### config.mk
export PLATFORM = sky130hd
export DESIGN_NAME = legv8_multicycle_control_flat
export DESIGN_NICKNAME = d
export VERILOG_FILES = /design/src/rtl/legv8_multicycle_control_if.sv /design/src/rtl/legv8_multicycle_control.sv /design/src/flat_wrapper.sv
export SDC_FILE = /design/constraint.sdc
export NUM_CORES = 1
export LEC_CHECK = 0
export CORE_MARGIN = 2
export CORE_UTILIZATION = 36
export CTS_BUF_LIST = sky130_fd_sc_hd__clkbuf_4
export CTS_CLUSTER_SIZE = 14
export DETAILED_ROUTE_END_ITERATION = 8
export GPL_TIMING_DRIVEN = 0
export PLACE_DENSITY = 0.77
export SLEW_MARGIN = 20
export SYNTH_ARGS = -nofsm -noshare
export SYNTH_HDL_FRONTEND = slang
export SYNTH_SLANG_ARGS = --single-unit
export TNS_END_PERCENT = 1
### constraint.sdc
create_clock -name clk -period 1.4 [get_ports clk]
set_input_delay 0.28 -clock clk [delete_from_list [all_inputs] [get_ports clk]]
set_output_delay 0.28 -clock clk [all_outputs]
set_load 0.005 [all_outputs]
### src/rtl/legv8_multicycle_control_if.sv
// Control bundle between the multicycle LEGv8 main control FSM and the
// datapath / memory side.
//
// Signals:
//   opcode     IR[31:21], supplied by the datapath, stable from DECODE onward
//   mem_ready  memory finishes the current read/write this cycle
//   ALUOp      00 add, 01 pass B (CBZ), 10 decode from opcode
//   alu_src_a  0 PC, 1 register A
//   alu_src_b  00 reg B, 01 constant 4, 10 sign-extended imm, 11 branch offset <<2
//   reg2loc    1 selects Rt as read register 2
//   i_or_d     0 PC address, 1 ALUOut address
//   mem_read / mem_write / ir_write / pc_write / pc_write_cond / reg_write
//   pc_source  00 ALU result, 01 ALUOut, 10 reserved
//   mem_to_reg 1 writeback from MDR
//   illegal    sticky unsupported-opcode flag
//   state      current FSM state, for debug
//
// Modports: master = control FSM (drives the control outputs),
//           slave  = datapath (drives opcode and mem_ready).
//
// Handshake: there is no valid/ready pair on this bundle. mem_ready is a
// completion qualifier: a memory access requested by mem_read/mem_write is
// considered done in the cycle where mem_ready=1, and the FSM holds its
// request steady until that cycle.
interface legv8_multicycle_control_if #(
  parameter int STATE_W = 4
);
  logic [10:0]        opcode;
  logic               mem_ready;
  logic [1:0]         ALUOp;
  logic               alu_src_a;
  logic [1:0]         alu_src_b;
  logic               reg2loc;
  logic               i_or_d;
  logic               mem_read;
  logic               mem_write;
  logic               ir_write;
  logic               pc_write;
  logic               pc_write_cond;
  logic [1:0]         pc_source;
  logic               mem_to_reg;
  logic               reg_write;
  logic               illegal;
  logic [STATE_W-1:0] state;

  modport master (
    input  opcode, mem_ready,
    output ALUOp, alu_src_a, alu_src_b, reg2loc, i_or_d, mem_read, mem_write,
           ir_write, pc_write, pc_write_cond, pc_source, mem_to_reg, reg_write,
           illegal, state
  );

  modport slave (
    output opcode, mem_ready,
    input  ALUOp, alu_src_a, alu_src_b, reg2loc, i_or_d, mem_read, mem_write,
           ir_write, pc_write, pc_write_cond, pc_source, mem_to_reg, reg_write,
           illegal, state
  );
endinterface

### src/rtl/legv8_multicycle_control.sv
// Main control FSM for the multicycle LEGv8 datapath.
//
// Sequences each instruction through fetch, decode, execute, memory and
// writeback states and produces datapath enables, mux selects and the 2-bit
// ALUOp consumed by the ALU control decoder.
//
// Ports:
//   clk  system clock, rising edge
//   rst  synchronous active-high reset
//   bus  legv8_multicycle_control_if.master (opcode/mem_ready in, controls out)
//
// Outputs are Moore-decoded from the state register, except ir_write and
// pc_write in FETCH, which follow mem_ready. All write strobes are forced
// low while rst is high so an abandoned instruction never writes anything
// in the reset cycle.
module legv8_multicycle_control #(
  parameter int STATE_W = 4
) (
  input  logic                         clk,
  input  logic                         rst,
  legv8_multicycle_control_if.master   bus
);

  typedef enum logic [3:0] {
    S_FETCH    = 4'd0,
    S_DECODE   = 4'd1,
    S_EXEC_R   = 4'd2,
    S_EXEC_I   = 4'd3,
    S_ALU_WB   = 4'd4,
    S_MEM_ADDR = 4'd5,
    S_MEM_RD   = 4'd6,
    S_MEM_WB   = 4'd7,
    S_MEM_WR   = 4'd8,
    S_BR_CBZ   = 4'd9,
    S_BR_B     = 4'd10,
    S_ILLEGAL  = 4'd11
  } state_t;

  state_t state_q;
  state_t state_d;
  logic   illegal_q;

  // Opcode classification
  logic is_r_type;
  logic is_i_type;
  logic is_ldur;
  logic is_stur;
  logic is_cbz;
  logic is_b;

  always_comb begin
    is_r_type = (bus.opcode == 11'h458) || (bus.opcode == 11'h658) ||
                (bus.opcode == 11'h450) || (bus.opcode == 11'h550) ||
                (bus.opcode == 11'h69B) || (bus.opcode == 11'h69A);
    // Immediate forms carry one bit of the immediate in the opcode LSB.
    is_i_type = (bus.opcode[10:1] == 10'h244) ||   // ADDI 0x488-0x489
                (bus.opcode[10:1] == 10'h344) ||   // SUBI 0x688-0x689
                (bus.opcode[10:1] == 10'h248) ||   // ANDI 0x490-0x491
                (bus.opcode[10:1] == 10'h2C8);     // ORRI 0x590-0x591
    is_ldur   = (bus.opcode == 11'h7C2);
    is_stur   = (bus.opcode == 11'h7C0);
    is_cbz    = (bus.opcode[10:3] == 8'hB4);       // 0x5A0-0x5A7
    is_b      = (bus.opcode[10:5] == 6'h05);       // 0x0A0-0x0BF
  end

  // State register and sticky illegal flag
  always_ff @(posedge clk) begin
    if (rst) begin
      state_q   <= S_FETCH;
      illegal_q <= 1'b0;
    end else begin
      state_q <= state_d;
      if (state_d == S_ILLEGAL) begin
        illegal_q <= 1'b1;
      end
    end
  end

  // Raw (ungated) control values
  logic [1:0] alu_op;
  logic       alu_src_a;
  logic [1:0] alu_src_b;
  logic       reg2loc;
  logic       i_or_d;
  logic       mem_read;
  logic       mem_write_raw;
  logic       ir_write_raw;
  logic       pc_write_raw;
  logic       pc_write_cond_raw;
  logic [1:0] pc_source;
  logic       mem_to_reg;
  logic       reg_write_raw;

  // Next-state and output decode
  always_comb begin
    state_d           = state_q;
    alu_op            = 2'b00;
    alu_src_a         = 1'b0;
    alu_src_b         = 2'b00;
    reg2loc           = 1'b0;
    i_or_d            = 1'b0;
    mem_read          = 1'b0;
    mem_write_raw     = 1'b0;
    ir_write_raw      = 1'b0;
    pc_write_raw      = 1'b0;
    pc_write_cond_raw = 1'b0;
    pc_source         = 2'b00;
    mem_to_reg        = 1'b0;
    reg_write_raw     = 1'b0;

    case (state_q)
      S_FETCH: begin
        mem_read     = 1'b1;
        alu_src_b    = 2'b01;
        // IR load and PC+4 commit only when the fetch actually completes.
        ir_write_raw = bus.mem_ready;
        pc_write_raw = bus.mem_ready;
        if (bus.mem_ready) begin
          state_d = S_DECODE;
        end
      end

      S_DECODE: begin
        // Branch target is precomputed into ALUOut here.
        alu_src_b = 2'b11;
        reg2loc   = is_stur || is_cbz;
        if (is_r_type) begin
          state_d = S_EXEC_R;
        end else if (is_i_type) begin
          state_d = S_EXEC_I;
        end else if (is_ldur || is_stur) begin
          state_d = S_MEM_ADDR;
        end else if (is_cbz) begin
          state_d = S_BR_CBZ;
        end else if (is_b) begin
          state_d = S_BR_B;
        end else begin
          state_d = S_ILLEGAL;
        end
      end

      S_EXEC_R: begin
        alu_src_a = 1'b1;
        alu_src_b = 2'b00;
        alu_op    = 2'b10;
        state_d   = S_ALU_WB;
      end

      S_EXEC_I: begin
        alu_src_a = 1'b1;
        alu_src_b = 2'b10;
        alu_op    = 2'b10;
        state_d   = S_ALU_WB;
      end

      S_ALU_WB: begin
        reg_write_raw = 1'b1;
        state_d       = S_FETCH;
      end

      S_MEM_ADDR: begin
        alu_src_a = 1'b1;
        alu_src_b = 2'b10;
        state_d   = is_ldur ? S_MEM_RD : S_MEM_WR;
      end

      S_MEM_RD: begin
        mem_read = 1'b1;
        i_or_d   = 1'b1;
        if (bus.mem_ready) begin
          state_d = S_MEM_WB;
        end
      end

      S_MEM_WB: begin
        reg_write_raw = 1'b1;
        mem_to_reg    = 1'b1;
        state_d       = S_FETCH;
      end

      S_MEM_WR: begin
        // Store data comes from Rt, so keep reg2loc asserted while writing.
        i_or_d        = 1'b1;
        reg2loc       = 1'b1;
        mem_write_raw = 1'b1;
        if (bus.mem_ready) begin
          state_d = S_FETCH;
        end
      end

      S_BR_CBZ: begin
        reg2loc           = 1'b1;
        alu_src_a         = 1'b1;
        alu_src_b         = 2'b00;
        alu_op            = 2'b01;
        pc_write_cond_raw = 1'b1;
        pc_source         = 2'b01;
        state_d           = S_FETCH;
      end

      S_BR_B: begin
        pc_write_raw = 1'b1;
        pc_source    = 2'b01;
        state_d      = S_FETCH;
      end

      S_ILLEGAL: begin
        state_d = S_ILLEGAL;
      end

      default: begin
        // Unused encodings recover to FETCH.
        state_d = S_FETCH;
      end
    endcase
  end

  // Output drive; write strobes are suppressed in the reset cycle.
  assign bus.ALUOp         = alu_op;
  assign bus.alu_src_a     = alu_src_a;
  assign bus.alu_src_b     = alu_src_b;
  assign bus.reg2loc       = reg2loc;
  assign bus.i_or_d        = i_or_d;
  assign bus.mem_read      = mem_read;
  assign bus.mem_write     = mem_write_raw     & ~rst;
  assign bus.ir_write      = ir_write_raw      & ~rst;
  assign bus.pc_write      = pc_write_raw      & ~rst;
  assign bus.pc_write_cond = pc_write_cond_raw & ~rst;
  assign bus.pc_source     = pc_source;
  assign bus.mem_to_reg    = mem_to_reg;
  assign bus.reg_write     = reg_write_raw     & ~rst;
  assign bus.illegal       = illegal_q;
  assign bus.state         = STATE_W'(state_q);

endmodule

### src/flat_wrapper.sv
// flat-port wrapper written by rule: the top's interface ports become plain ports
module legv8_multicycle_control_flat 
#(
  parameter int STATE_W = 4
)
  (clk, rst, bus_opcode, bus_mem_ready, bus_ALUOp, bus_alu_src_a, bus_alu_src_b, bus_reg2loc, bus_i_or_d, bus_mem_read, bus_mem_write, bus_ir_write, bus_pc_write, bus_pc_write_cond, bus_pc_source, bus_mem_to_reg, bus_reg_write, bus_illegal, bus_state);
  legv8_multicycle_control_if #(.STATE_W(STATE_W)) bus_i ();
  input  logic clk;
  input  logic rst;
  input wire logic [$bits(bus_i.opcode)-1:0] bus_opcode;
  input wire logic [$bits(bus_i.mem_ready)-1:0] bus_mem_ready;
  output wire logic [$bits(bus_i.ALUOp)-1:0] bus_ALUOp;
  output wire logic [$bits(bus_i.alu_src_a)-1:0] bus_alu_src_a;
  output wire logic [$bits(bus_i.alu_src_b)-1:0] bus_alu_src_b;
  output wire logic [$bits(bus_i.reg2loc)-1:0] bus_reg2loc;
  output wire logic [$bits(bus_i.i_or_d)-1:0] bus_i_or_d;
  output wire logic [$bits(bus_i.mem_read)-1:0] bus_mem_read;
  output wire logic [$bits(bus_i.mem_write)-1:0] bus_mem_write;
  output wire logic [$bits(bus_i.ir_write)-1:0] bus_ir_write;
  output wire logic [$bits(bus_i.pc_write)-1:0] bus_pc_write;
  output wire logic [$bits(bus_i.pc_write_cond)-1:0] bus_pc_write_cond;
  output wire logic [$bits(bus_i.pc_source)-1:0] bus_pc_source;
  output wire logic [$bits(bus_i.mem_to_reg)-1:0] bus_mem_to_reg;
  output wire logic [$bits(bus_i.reg_write)-1:0] bus_reg_write;
  output wire logic [$bits(bus_i.illegal)-1:0] bus_illegal;
  output wire logic [$bits(bus_i.state)-1:0] bus_state;
  assign bus_i.opcode = bus_opcode;
  assign bus_i.mem_ready = bus_mem_ready;
  assign bus_ALUOp = bus_i.ALUOp;
  assign bus_alu_src_a = bus_i.alu_src_a;
  assign bus_alu_src_b = bus_i.alu_src_b;
  assign bus_reg2loc = bus_i.reg2loc;
  assign bus_i_or_d = bus_i.i_or_d;
  assign bus_mem_read = bus_i.mem_read;
  assign bus_mem_write = bus_i.mem_write;
  assign bus_ir_write = bus_i.ir_write;
  assign bus_pc_write = bus_i.pc_write;
  assign bus_pc_write_cond = bus_i.pc_write_cond;
  assign bus_pc_source = bus_i.pc_source;
  assign bus_mem_to_reg = bus_i.mem_to_reg;
  assign bus_reg_write = bus_i.reg_write;
  assign bus_illegal = bus_i.illegal;
  assign bus_state = bus_i.state;
  legv8_multicycle_control #(.STATE_W(STATE_W)) u_core (.clk(clk), .rst(rst), .bus(bus_i));
endmodule
* After elaboration in Yosys (flattened, before gate mapping)
Index checks and enable logic that the tools add are counted.
** Word-level totals
- Input port bits :: 14
- Latch bits :: 0
- Memories kept :: 0
- Memory bits (read-only) :: 0
- Register bits :: 5
- Memory bits (writable) :: 0
- Logic and storage cells :: 76
- Output and inout bits :: 21
** Operators by class
- Muxes and demuxes :: 23
- $mul :: 0
- Bitwise operators :: 6
- Reduce and logical (&&, ||, !) cells :: 19
- Add/subtract/negate cells :: 0
- Shift-type cells :: 0
- Div/mod/pow operators :: 0
- Eq/ne operators :: 26
- Order comparisons :: 0
** Operator list (count)
- $eq 11x11->1 const B :: 8
- $eq 10x10->1 const B :: 4
- $mux 4 :: 8
- $pmux 4 s7 :: 1
- $eq 4x4->1 const B :: 5
- $eq 4x3->1 const B :: 4
- $reduce_or 2->1 :: 7
- $logic_or 1x1->1 :: 10
- $mux 1 :: 10
- $eq 4x2->1 const B :: 2
- $eq 8x8->1 const B :: 1
- $eq 6x3->1 const B :: 1
- $pmux 2 s3 :: 1
- $and 1x1->1 :: 5
- $eq 4x1->1 const B :: 1
- $logic_not 4->1 :: 1
- $pmux 1 s2 :: 2
- $pmux 2 s2 :: 1
- $reduce_or 4->1 :: 1
- $not 1->1 :: 1

* Depth between registers and ports, before layout
- Word-level depth :: 9
- Depth in mapped cells :: 7
- Mapped depth without buffers :: 5

* Worst setup path after synthesis
Ideal clock, no wire load.
- Path type :: reg-to-output
- From :: reg u_core.state_q[2] (netlist: u_core.bus.state[2])
- To :: out bus_mem_write
- Arrival :: 1.260 ns
- Path slack :: -0.140 ns
- Stages on the path, launching flop included :: 5
- Path through :: dfxtp_1 > buf_2 > clkbuf_1 > or3_1 > nor3_1
** Between the ends
- Longest elaborated chain between the ends :: 3
** RTL lines
- from (decl) :: RTL line legv8_multicycle_control.sv:39 : state_t state_q;
- from (signal assigned) :: RTL line legv8_multicycle_control.sv:72 : state_q <= state_d;
- $eq 4x4->1 :: RTL line legv8_multicycle_control.sv:111 : case (state_q)
- $mux 1 :: RTL line legv8_multicycle_control.sv:111
- $and 1x1->1 :: RTL line legv8_multicycle_control.sv:225 : assign bus.mem_write = mem_write_raw & ~rst;
- to (decl) :: RTL line flat_wrapper.sv:18 : output wire logic [$bits(bus_i.mem_write)-1:0] bus_mem_write;
No other way between the ends.

* Worst setup path after layout
- From :: reg u_core.state_q[1] (netlist: u_core.bus.state[1])
- To :: out bus_alu_src_a
** Between the ends
- Longest elaborated chain between the ends :: 3
** RTL lines
- $eq 4x4->1, or another cell as far along :: RTL line legv8_multicycle_control.sv:111
- $reduce_or 4->1 (no source line) (*)
- $mux 1 (*) :: RTL line legv8_multicycle_control.sv:111
- to (decl) :: RTL line flat_wrapper.sv:13 : output wire logic [$bits(bus_i.alu_src_a)-1:0] bus_alu_src_a;
Mark *: on every way between the ends. The rest lies on a longest branch, timed or not.

==> results.md <==
- Outcome: finished with violations
- Failing checks: negative setup slack
- Main area contributors after synthesis: dfxtp_1 (15%), nand2_1 (5.6%), a21oi_1 (4.5%)
- CTS Buffer Depth: 2
- Worst-Skew Late Latency: 0.26 ns
- Final worst slack: -0.4080 ns
- GRT Util Overall: 0.2521
- Finish-stage setup viols: 17
- Area growth from synthesis to layout: 90.62%
- Peak supply drop: 576.4 µV
- Power Dens Cells: 1179 nW/µm²
- Cell row count: 15
- Post-DP HPWL: 1.549 mm
- Synth Warn #: 0
- Largest area contributor in the netlist: dfxtp_1
- WL/cell: 15.50 µm
- Via-to-Cell Ratio: between 5 and 6
- Leak: 0.6292 nW
- Worst hold path class: input port to flip-flop
- RePlAce Congestion: around 0.85
- Initial Utilization: 0.3862
- Clock skew: 0.02226 ns
- Nets@finish: 156
- Vias: 929
- Post-Syn Instances: 90
- Antenna-violating nets left: 0
- Final hold viol count: 0
- Post-synth top area share: 0.1501
- Diodes inserted: 0
- Starting DRT DRC Count: 10
- Setup TNS: -4.318 ns
- Vias in the first global route: 878
- Net Count, Synth: 104
- Synth Register Bits: 5
- Async SR Flop Fraction: 0
- Top-count cell post-synth: nand2_1
- Largest net degree at the start of global routing: 11
- Critical path arrival: 1.53 ns
- Post-synth top cells: nand2_1 (10), nor2_1 (7), a21oi_1 (6), dfxtp_1 (5), nor3_1 (5)
- Hold slack: 0.4840 ns
- Seq/Total Area, Yosys: 0.1501
- Clock-pin slew on the worst setup and hold paths: 0.06 ns
- Post-synth EDFFs: 0
- WP data required: roughly 1.1 ns
- Syn avg cell area: 7.410 µm²
- Max Slew Vio Count: 0
- Critical path class: flip-flop to output pin
- Placeable Area: between 1500 and 2000 µm²
- Clk sink count: 5
- Post-synth top flop: dfxtp_1
- Fin util: 0.7362
- WL final: 2.573 mm
- TritonRoute pass-1 iters: 4
- CTS tree: done
- Residual DRC count: 0
- Netlist cell types: 43
- Htree depth: 1
- Filler cells: approximately 150
- Cell Area, Synth: 666.9 µm²
- First-pass GRT wire length: between 3 and 4 mm
- MaxCap Viol Count: 0
- Crit path launch type: flip-flop
- Layout cells sized above 1: 0.5177
- Final period util: 1.291
- Die height: 47.04 µm
- Max Fclk: 0.5531 GHz
- Initial antenna violation count: 0
- GR Overflow Total: 0
- Root Driver: clkbuf_4
- CTS Buf Count: 3
- Crit path time final: 1.808 ns
- Die Area: 2213 µm²
- Die X-Extent: 47.04 µm
- Unrepaired setup endpoints after global routing: true
- I/O pin total: 35
- Critical Path Sink Type: output pin
- Crit-path max FO: 6
- Multi-input gate area: 613.1 µm²
- Register area: 107.6 µm²
- Port Buffers: 33
state kept, by name, indices dropped and copies added, names as in the netlist:
name,cells
u_core.bus.illegal,1
u_core.bus.state,4
cell type report:
cell class              count  area share
multi-input cells          74      0.4823
repair buffers             47      0.3031
flip-flops and latches      5     0.08465
plain buffers               7     0.06988
well taps                  25     0.02461
clock buffers               4     0.02362
inverters                   4     0.01181
final timing paths:
| kind | from | to | slack, ns | cells past startpoint |
|---|---|---|---|---|
| worst min-delay path | bus_mem_ready | u_core.bus.state[0] | 0.48 | 3 |
| worst max-delay path | u_core.bus.state[1] | bus_alu_src_a | -0.41 | 5 |
| worst min register to register | u_core.bus.illegal | u_core.bus.illegal | 0.49 | 1 |
| worst max register to register | u_core.bus.state[1] | u_core.bus.illegal | -0.35 | 9 |
power breakdown:
part,internal (mW),switching (mW)
clock,0.128,0.0743
sequential,0.184,0.0351
combinational,0.560,0.517
cells by family (layout without fill, tap and decap cells):
family | Yosys count | in the layout | share of synthesized area
AND/OR/NAND/NOR | 49 | 49 | 0.4428
AO/OA/AOI/OAI | 20 | 20 | 0.2345
buffers and inverters | 11 | 62 | 0.09942
flip-flops | 5 | 5 | 0.1501
XOR/XNOR | 2 | 2 | 0.03753
multiplexers | 2 | 2 | 0.03002
other | 1 | 1 | 0.005623
routing by layer:
layer / wire [µm] / up-vias / global-route usage / part of all wire
li1: - / 432 / - / -
met1: 1032 / 440 / 0.2546 / 0.40
met2: 1275 / 47 / 0.4712 / 0.50
met3: 156 / 10 / 0.06154 / 0.061
met4: 109 / 0 / 0.1333 / 0.042
met5: 0 / - / 0 / 0
per-stage QoR:
stage / cell area, µm² / std cells / setup WS (ns) / total power, mW
global route: 1271 / 166 / -0.4409 / 1.592
global placement: 1066 / 148 / -0.7583 / 1.111
floorplan: 704.4 / 90 / -0.001634 / 0.7289
detailed placement: 1066 / 148 / -0.7787 / 1.127
finish: 1271 / 166 / -0.4080 / 1.499
CTS: 1236 / 166 / -0.3596 / 1.427
layout by cell type, fill, tap and decap left out, types with 2 or more instances in the layout:
master           synthesis  routed
nand4_1                  2       2
buf_4                    2      12
nand2_2                  1       3
nor2b_1                  3       2
clkbuf_4                 0       4
a21oi_1                  6       5
nand2_1                 10       8
dlymetal6s2s_1           0       4
dlygate4sd2_1            0       9
or3_1                    3       2
buf_6                    2       7
nor4b_2                  0       2
clkdlybuf4s50_1          0       2
inv_1                    4       3
nor2_4                   0       2
mux2i_1                  2       2
nand3_1                  2       2
nor2_1                   7       4
nor3_2                   2       6
or3_4                    1       2
dfxtp_2                  0       3
o21ai_0                  2       2
clkdlybuf4s15_1          0       3
buf_2                    2      14
repair_timing:
action | in CTS | in global routing
endpoints found under the setup margin | 23 | 22
resized for setup | 94 | 13
cloned | 0 | 0
pin swaps | 10 | 3
hold endpoints to repair | 0 | 0
hold buffers | 0 | 0
buffers inserted | 14 | 0
critical path, stage by stage, from the launching register on:
cell	delay, ns
dfxtp_2	0.36
buf_6	0.15
buf_6	0.13
nor3_2	0.04
or3b_2	0.45
buf_2	0.14
(Power assumes the default switching activity.)
